$ cat src/rtl/ram_port_arbiter_pkg.sv
// Shared definitions for the data-RAM port arbiter: FSM state encoding,
// requester ids and the idle/turnaround arbitration rule.
package ram_port_arbiter_pkg;

    localparam logic [1:0] ST_IDLE = 2'b00;
    localparam logic [1:0] ST_OWN0 = 2'b01;
    localparam logic [1:0] ST_OWN1 = 2'b10;
    localparam logic [1:0] ST_TURN = 2'b11;

    typedef enum logic {
        REQ_SOLVER = 1'b0,
        REQ_INTERP = 1'b1
    } req_id_t;

    // Pick the next owner from IDLE or TURN; a tie goes to whoever did not own last.
    function automatic logic [1:0] arbitrate(input logic r0, input logic r1, input req_id_t last);
        logic [1:0] nxt;
        if (r0 && r1) begin
            nxt = (last == REQ_INTERP) ? ST_OWN0 : ST_OWN1;
        end else if (r0) begin
            nxt = ST_OWN0;
        end else if (r1) begin
            nxt = ST_OWN1;
        end else begin
            nxt = ST_IDLE;
        end
        return nxt;
    endfunction

endpackage

$ cat src/rtl/ram_port_arbiter_if.sv
// Bundle of the two requester channels and the RAM-side bus around the
// arbiter. The arbiter uses the slave view; requesters and RAM use master.
interface ram_port_arbiter_if #(
    parameter int WORD_SIZE     = 16,
    parameter int ADDRESS_WIDTH = 16
);
    logic                     req0;
    logic                     wr0;
    logic [ADDRESS_WIDTH-1:0] add1_0;
    logic [ADDRESS_WIDTH-1:0] add2_0;
    logic [WORD_SIZE-1:0]     wdata0;
    logic                     gnt0;
    logic                     rvalid0;

    logic                     req1;
    logic                     wr1;
    logic [ADDRESS_WIDTH-1:0] add1_1;
    logic [ADDRESS_WIDTH-1:0] add2_1;
    logic [WORD_SIZE-1:0]     wdata1;
    logic                     gnt1;
    logic                     rvalid1;

    logic [WORD_SIZE-1:0]     rdata1;
    logic [WORD_SIZE-1:0]     rdata2;

    logic [ADDRESS_WIDTH-1:0] ram_add1;
    logic [ADDRESS_WIDTH-1:0] ram_add2;
    logic [WORD_SIZE-1:0]     ram_wdata;
    logic                     ram_we;
    logic [WORD_SIZE-1:0]     ram_data1;
    logic [WORD_SIZE-1:0]     ram_data2;

    modport slave (
        input  req0, wr0, add1_0, add2_0, wdata0,
        input  req1, wr1, add1_1, add2_1, wdata1,
        input  ram_data1, ram_data2,
        output gnt0, rvalid0, gnt1, rvalid1,
        output rdata1, rdata2,
        output ram_add1, ram_add2, ram_wdata, ram_we
    );

    modport master (
        output req0, wr0, add1_0, add2_0, wdata0,
        output req1, wr1, add1_1, add2_1, wdata1,
        output ram_data1, ram_data2,
        input  gnt0, rvalid0, gnt1, rvalid1,
        input  rdata1, rdata2,
        input  ram_add1, ram_add2, ram_wdata, ram_we
    );

endinterface

$ cat src/rtl/mux_2_1.sv
// Generic two-input multiplexer used for the arbiter's datapath steering.
module mux_2_1 #(
    parameter int WIDTH = 16
) (
    input  logic [WIDTH-1:0] a,
    input  logic [WIDTH-1:0] b,
    input  logic             sel,
    output logic [WIDTH-1:0] y
);

    assign y = sel ? b : a;

endmodule

$ cat src/rtl/ram_port_arbiter_hold_counter.sv
// Counts the accesses made by the current owner. Saturates at MAX_HOLD so a
// lone owner never wraps, and flags the access that must be its last one
// when the other requester is waiting.
module arb_hold_counter #(
    parameter int MAX_HOLD = 8,
    parameter int CNT_W    = 4
) (
    input  logic clk,
    input  logic rst,
    input  logic clr,
    input  logic inc,
    output logic terminal
);

    localparam logic [CNT_W-1:0] SAT_VAL  = CNT_W'(MAX_HOLD);
    localparam logic [CNT_W-1:0] TERM_VAL = (MAX_HOLD == 0) ? '0 : CNT_W'(MAX_HOLD - 1);

    logic [CNT_W-1:0] cnt;

    // Clear while nobody owns the RAM, otherwise count accesses up to saturation.
    always_ff @(posedge clk or negedge rst) begin
        if (!rst) begin
            cnt <= '0;
        end else if (clr) begin
            cnt <= '0;
        end else if (inc && (cnt != SAT_VAL)) begin
            cnt <= cnt + 1'b1;
        end
    end

    assign terminal = (MAX_HOLD != 0) && (cnt == TERM_VAL);

endmodule

$ cat src/rtl/ram_port_arbiter.sv
// Shares the dual-port data RAM between the ODE solver core (requester 0)
// and the interpolation module (requester 1): round-robin ownership with a
// bounded hold, a one-cycle turnaround between owners, address/write-data
// steering and a registered read-valid pulse back to the owner.
module ram_port_arbiter
    import ram_port_arbiter_pkg::*;
#(
    parameter int WORD_SIZE     = 16,
    parameter int ADDRESS_WIDTH = 16,
    parameter int MAX_HOLD      = 8,
    parameter int CNT_W         = 4
) (
    input  logic                  clk,
    input  logic                  rst,
    ram_port_arbiter_if.slave     bus
);

    logic [1:0] state;
    logic [1:0] state_nxt;
    req_id_t    last_owner;
    req_id_t    last_owner_nxt;

    logic own0;
    logic own1;
    logic acc0;
    logic acc1;
    logic access;
    logic hold_term;
    logic rvalid0_q;
    logic rvalid1_q;

    logic [ADDRESS_WIDTH-1:0] sel_add1;
    logic [ADDRESS_WIDTH-1:0] sel_add2;
    logic [WORD_SIZE-1:0]     sel_wdata;
    logic                     sel_wr;

    assign own0   = (state == ST_OWN0);
    assign own1   = (state == ST_OWN1);
    assign acc0   = own0 && bus.req0;
    assign acc1   = own1 && bus.req1;
    assign access = acc0 || acc1;

    arb_hold_counter #(
        .MAX_HOLD (MAX_HOLD),
        .CNT_W    (CNT_W)
    ) u_hold (
        .clk      (clk),
        .rst      (rst),
        .clr      (!(own0 || own1)),
        .inc      (access),
        .terminal (hold_term)
    );

    // Owner transitions: arbitrate when free, release on drop or when the hold budget runs out under contention.
    always_comb begin
        state_nxt      = state;
        last_owner_nxt = last_owner;
        case (state)
            ST_IDLE, ST_TURN: begin
                state_nxt = arbitrate(bus.req0, bus.req1, last_owner);
            end
            ST_OWN0: begin
                if (!bus.req0 || (hold_term && bus.req1)) begin
                    state_nxt      = ST_TURN;
                    last_owner_nxt = REQ_SOLVER;
                end
            end
            ST_OWN1: begin
                if (!bus.req1 || (hold_term && bus.req0)) begin
                    state_nxt      = ST_TURN;
                    last_owner_nxt = REQ_INTERP;
                end
            end
            default: begin
                state_nxt = ST_IDLE;
            end
        endcase
    end

    // State and round-robin history registers.
    always_ff @(posedge clk or negedge rst) begin
        if (!rst) begin
            state      <= ST_IDLE;
            last_owner <= REQ_INTERP;
        end else begin
            state      <= state_nxt;
            last_owner <= last_owner_nxt;
        end
    end

    // A read access this cycle produces a one-cycle valid pulse when the RAM data arrives.
    always_ff @(posedge clk or negedge rst) begin
        if (!rst) begin
            rvalid0_q <= 1'b0;
            rvalid1_q <= 1'b0;
        end else begin
            rvalid0_q <= acc0 && !bus.wr0;
            rvalid1_q <= acc1 && !bus.wr1;
        end
    end

    mux_2_1 #(.WIDTH(ADDRESS_WIDTH)) u_mux_add1 (
        .a   (bus.add1_0),
        .b   (bus.add1_1),
        .sel (own1),
        .y   (sel_add1)
    );

    mux_2_1 #(.WIDTH(ADDRESS_WIDTH)) u_mux_add2 (
        .a   (bus.add2_0),
        .b   (bus.add2_1),
        .sel (own1),
        .y   (sel_add2)
    );

    mux_2_1 #(.WIDTH(WORD_SIZE)) u_mux_wdata (
        .a   (bus.wdata0),
        .b   (bus.wdata1),
        .sel (own1),
        .y   (sel_wdata)
    );

    mux_2_1 #(.WIDTH(1)) u_mux_wr (
        .a   (bus.wr0),
        .b   (bus.wr1),
        .sel (own1),
        .y   (sel_wr)
    );

    assign bus.ram_add1  = access ? sel_add1  : '0;
    assign bus.ram_add2  = access ? sel_add2  : '0;
    assign bus.ram_wdata = access ? sel_wdata : '0;
    assign bus.ram_we    = access && sel_wr;

    assign bus.gnt0    = own0;
    assign bus.gnt1    = own1;
    assign bus.rvalid0 = rvalid0_q;
    assign bus.rvalid1 = rvalid1_q;
    assign bus.rdata1  = bus.ram_data1;
    assign bus.rdata2  = bus.ram_data2;

endmodule

$ cat src/flat_wrapper.sv
// flat-port wrapper written by rule: the top's interface ports become plain ports
module ram_port_arbiter_flat import ram_port_arbiter_pkg::*;
#(
    parameter int WORD_SIZE     = 16,
    parameter int ADDRESS_WIDTH = 16,
    parameter int MAX_HOLD      = 8,
    parameter int CNT_W         = 4
)
  (clk, rst, bus_req0, bus_wr0, bus_add1_0, bus_add2_0, bus_wdata0, bus_req1, bus_wr1, bus_add1_1, bus_add2_1, bus_wdata1, bus_ram_data1, bus_ram_data2, bus_gnt0, bus_rvalid0, bus_gnt1, bus_rvalid1, bus_rdata1, bus_rdata2, bus_ram_add1, bus_ram_add2, bus_ram_wdata, bus_ram_we);
  ram_port_arbiter_if #(.WORD_SIZE(WORD_SIZE), .ADDRESS_WIDTH(ADDRESS_WIDTH)) bus_i ();
  input  logic clk;
  input  logic rst;
  input wire logic [$bits(bus_i.req0)-1:0] bus_req0;
  input wire logic [$bits(bus_i.wr0)-1:0] bus_wr0;
  input wire logic [$bits(bus_i.add1_0)-1:0] bus_add1_0;
  input wire logic [$bits(bus_i.add2_0)-1:0] bus_add2_0;
  input wire logic [$bits(bus_i.wdata0)-1:0] bus_wdata0;
  input wire logic [$bits(bus_i.req1)-1:0] bus_req1;
  input wire logic [$bits(bus_i.wr1)-1:0] bus_wr1;
  input wire logic [$bits(bus_i.add1_1)-1:0] bus_add1_1;
  input wire logic [$bits(bus_i.add2_1)-1:0] bus_add2_1;
  input wire logic [$bits(bus_i.wdata1)-1:0] bus_wdata1;
  input wire logic [$bits(bus_i.ram_data1)-1:0] bus_ram_data1;
  input wire logic [$bits(bus_i.ram_data2)-1:0] bus_ram_data2;
  output wire logic [$bits(bus_i.gnt0)-1:0] bus_gnt0;
  output wire logic [$bits(bus_i.rvalid0)-1:0] bus_rvalid0;
  output wire logic [$bits(bus_i.gnt1)-1:0] bus_gnt1;
  output wire logic [$bits(bus_i.rvalid1)-1:0] bus_rvalid1;
  output wire logic [$bits(bus_i.rdata1)-1:0] bus_rdata1;
  output wire logic [$bits(bus_i.rdata2)-1:0] bus_rdata2;
  output wire logic [$bits(bus_i.ram_add1)-1:0] bus_ram_add1;
  output wire logic [$bits(bus_i.ram_add2)-1:0] bus_ram_add2;
  output wire logic [$bits(bus_i.ram_wdata)-1:0] bus_ram_wdata;
  output wire logic [$bits(bus_i.ram_we)-1:0] bus_ram_we;
  assign bus_i.req0 = bus_req0;
  assign bus_i.wr0 = bus_wr0;
  assign bus_i.add1_0 = bus_add1_0;
  assign bus_i.add2_0 = bus_add2_0;
  assign bus_i.wdata0 = bus_wdata0;
  assign bus_i.req1 = bus_req1;
  assign bus_i.wr1 = bus_wr1;
  assign bus_i.add1_1 = bus_add1_1;
  assign bus_i.add2_1 = bus_add2_1;
  assign bus_i.wdata1 = bus_wdata1;
  assign bus_i.ram_data1 = bus_ram_data1;
  assign bus_i.ram_data2 = bus_ram_data2;
  assign bus_gnt0 = bus_i.gnt0;
  assign bus_rvalid0 = bus_i.rvalid0;
  assign bus_gnt1 = bus_i.gnt1;
  assign bus_rvalid1 = bus_i.rvalid1;
  assign bus_rdata1 = bus_i.rdata1;
  assign bus_rdata2 = bus_i.rdata2;
  assign bus_ram_add1 = bus_i.ram_add1;
  assign bus_ram_add2 = bus_i.ram_add2;
  assign bus_ram_wdata = bus_i.ram_wdata;
  assign bus_ram_we = bus_i.ram_we;
  ram_port_arbiter #(.WORD_SIZE(WORD_SIZE), .ADDRESS_WIDTH(ADDRESS_WIDTH), .MAX_HOLD(MAX_HOLD), .CNT_W(CNT_W)) u_core (.clk(clk), .rst(rst), .bus(bus_i));
endmodule
$ cat config.mk
export PLATFORM = sky130hd
export DESIGN_NAME = ram_port_arbiter_flat
export DESIGN_NICKNAME = d
export VERILOG_FILES = /design/src/rtl/ram_port_arbiter_pkg.sv /design/src/rtl/ram_port_arbiter_if.sv /design/src/rtl/mux_2_1.sv /design/src/rtl/ram_port_arbiter_hold_counter.sv /design/src/rtl/ram_port_arbiter.sv /design/src/flat_wrapper.sv
export SDC_FILE = /design/constraint.sdc
export NUM_CORES = 1
export LEC_CHECK = 0
export BUFFER_PORTS_ARGS = -buffer_cell sky130_fd_sc_hd__buf_2
export CAP_MARGIN = 25
export CORE_AREA = 2 2 84 86
export DETAILED_ROUTE_END_ITERATION = 8
export DIE_AREA = 0 0 86 88
export SETUP_SLACK_MARGIN = 0.05
export SLEW_MARGIN = 0
export SYNTH_ARGS = -nofsm -noshare
export SYNTH_HDL_FRONTEND = slang
export SYNTH_SLANG_ARGS = --single-unit
export TNS_END_PERCENT = 10
$ cat constraint.sdc
create_clock -name clk -period 4 [get_ports clk]
set_clock_uncertainty 0.2 [all_clocks]
set_input_delay 0.4 -clock clk [delete_from_list [all_inputs] [get_ports clk]]
set_output_delay 0.4 -clock clk [all_outputs]
set_load 0.1 [all_outputs]
==> key figures <==
Outcome
  • Outcome: finished, final reports clean

Cells and area
  • Final Non-Filler Cells: between 300 and 400
  • Most common cell after layout, fill and taps aside: buf_2
  • Layout cells sized above 1: 0.523
  • Design area: 2130 sq um
  • Most frequent cells in the layout: 154 x buf_2, 51 x mux2i_1, 51 x nor2_1, 8 x dfrtp_1, 6 x inv_1
  • Fin util: 0.321
  • Ant. Diodes: 0
  • # nets final: ~450
  • Area Growth Syn to Fin: 45.2%
  • Fill cell count: 713

Placed design
  • Gp weighted congestion: between 0.8 and 0.9
  • Placed cells: slightly below 400
  • Port Buffers: approximately 150
  • Detailed-placement wirelength estimate: 3900 microns
  • Post-DP Area: 2070 sq um

Floorplanning
  • Num rows: 30
  • Width of the die: about 86 microns
  • Die Span Y: 88 microns
  • Die Area: 7570 sq um
  • I/O pins: about 220
  • Starting Density: 0.221
  • Core Footprint: roughly 6600 sq um

Pwr
  • Logic pwr share: 0.885
  • Power Internal: ~0.57 mW
  • Clock power share: 0.049
  • PD cells: about 1000 nW/um^2
  • Worst vdd ir: ~0.47 mV
  • Power Total: about 2.1 mW
  • Leakage: roughly 1.2 nW
  • Sw Ratio: 0.729
  • Sw Pwr: around 1.5 mW
  • Register share of total power: 0.066

Worst setup path
  • WP data required: 3.40 ns
  • Crit path from: u_core.state[0]
  • Worst R2R End: u_core.state[1]
  • Setup CP Type: flop to primary output
  • Critical Path Sink: bus_ram_wdata[15]
  • Critical Path AT: roughly 2.3 ns
  • R2R Path Start: u_core.state[0]
  • Setup crit start kind: flop
  • R2r setup slk: between 1.5 and 2 ns
  • Endpoint class of the critical path: primary output
  • Crit path max fanout: 29
  • Worst r2r path cells: 6

Clock tree
  • CTS tree: done
  • Clock root buffer: clkbuf_8
  • Clk Latency, worst-skew pair: about 0.23 ns
  • CTS resizes: 0
  • Clock buffer depth: 2
  • Clock transition at path regs: 0.05 ns
  • CTS Buf Count: 3
  • H-tree Lvls: 1
  • Sink Count: 9

Timing
  • Fin. Hold Viols: 0
  • Worst slew pin tran: about 0.54 ns
  • Period utilization: 0.735
  • FMAX: about 0.34 GHz
  • Setup TNS: 0 ns
  • Final worst path period need: ~2.9 ns
  • Unrepaired setup endpoints after global routing: no
  • Final slew viol count: 0
  • Setup violators final: 0
  • Max transition margin: 0.640

Routing
  • Via density: ~4.3
  • Pre-antenna DRT Iters: 6
  • Avg WL per Cell: roughly 12 microns
  • Vias: roughly 1700
  • Post-Route WL: ~4800 microns
  • Post-route ant nets: 0
  • DRC: 0
  • DR iter-0 viols: 30

Synthesis
  • Synthesized Nets: 330
  • Sequential area share after synthesis: 0.154
  • Synth warnings: 0
  • Cell Area, Synth: 1470 sq um
  • Post-Synthesis Cells: roughly 190
  • Avg Synthesized Cell Area: about 7.6 sq um
  • Cell variety after synth: 25
  • Seq cells post-synth: 9

Global routing
  • Total GRT Usage: 0.105
  • Vias in the first global route: approximately 1400
  • Global-route wire length before repair: ~6500 microns
  • Overflow after GRT: 0
  • Initial antenna violation count: 0
  • Largest net degree at the start of global routing: 56

Min path
  • HP Class: input pin to flop

Flow run
  • Max Cap Viol: 0
sequential cells by signal, indices dropped and copies added, names as in the netlist:
signal              count
u_core.u_hold.cnt       4
u_core.state            2
u_core.bus.rvalid0      1
u_core.bus.rvalid1      1
u_core.last_owner       1
through the flow:
stage / hold slack (ns) / setup WS [ns]
after global placement: 0.0628 / 1.34
after detailed placement: 0.0660 / 1.29
after CTS: 0.133 / 1.04
after floorplan: -0.0956 / 0.189
after global routing: 0.139 / 0.894
final: 0.135 / 1.06
power groups by stage:
| stage | clock network [mW] | logic [mW] | registers, mW |
|---|---|---|---|
| floorplan | 0 | 1.74 | 0.154 |
| global placement | 0 | 1.87 | 0.140 |
| detailed placement | 0 | 1.89 | 0.141 |
| CTS | 0.108 | 1.89 | 0.140 |
| global route | 0.114 | 1.96 | 0.143 |
| finish | 0.104 | 1.88 | 0.140 |
worst min-delay path by stage:
stage	from	end	slack, ns	cells past startpoint
6_report	bus_wr1	u_core.bus.rvalid1	0.14	2
2_1_floorplan	rst	u_core.bus.rvalid0	-0.1	0
3_5_place_dp	rst	u_core.bus.rvalid1	0.07	1
5_1_grt	bus_wr1	u_core.bus.rvalid1	0.14	2
4_1_cts	bus_wr1	u_core.bus.rvalid1	0.13	2
3_3_place_gp	rst	u_core.bus.rvalid0	0.06	1
synth_stat cells, drive strengths merged:
master / number / area, sq um
or3: 1 / 6.26
a22oi: 1 / 12.5
o21ai: 4 / 20.0
nand2b: 2 / 12.5
dfrtp: 8 / 200
o211ai: 1 / 7.51
clkbuf: 4 / 15.0
nand3: 4 / 20.0
ha: 4 / 50.1
a21oi: 4 / 20.0
o311ai: 1 / 8.76
nand3b: 1 / 7.51
a22o: 1 / 8.76
o31a: 1 / 8.76
and3b: 1 / 8.76
or4: 1 / 7.51
nand2: 3 / 11.3
inv: 6 / 22.5
mux2i: 51 / 510
a21boi: 2 / 15.0
nor2: 51 / 191
buf: 39 / 275
dfstp: 1 / 26.3
timing repair:
item	4_1_cts	5_1_grt
hold buffers	1	0
hold endpoints to repair	8	0
setup buffers	0	0
per-layer routing:
metal  GRT usage  vias up  routed length [microns]
met5           0        -                        0
met4     0.00577        0                        0
met3      0.0424        0                      567
met2       0.210      114                     2470
met1       0.106      725                     1720
li1            -      851                        -
worst max-delay path, cell delays in order, from the launching register on:
cell and delay [ns]:
dfrtp_1 0.37, inv_1 0.11, ha_4 0.45, buf_4 0.47, mux2i_1 0.14, nor2_1 0.10, buf_2 0.44
area by class of cell:
class                           instances  area, sq um  share of cell area
Sequential cell                         9          226               0.106
Multi-Input combinational cell        134          940               0.441
Inverter                                6         22.5              0.0106
Timing Repair Buffer                  157          796               0.374
Tap cell                               80          100              0.0470
Clock buffer                            4         45.0              0.0212
logic make-up after synthesis:
family,count (synthesis),share of synthesized area
AO/OA/AOI/OAI,15,0.0691
adder cells (fa/ha/maj),4,0.0341
buffers and inverters,49,0.213
flip-flops,9,0.154
multiplexers,51,0.348
AND/OR/NAND/NOR,64,0.181
Note: power is estimated with default switching activity, not from simulation.
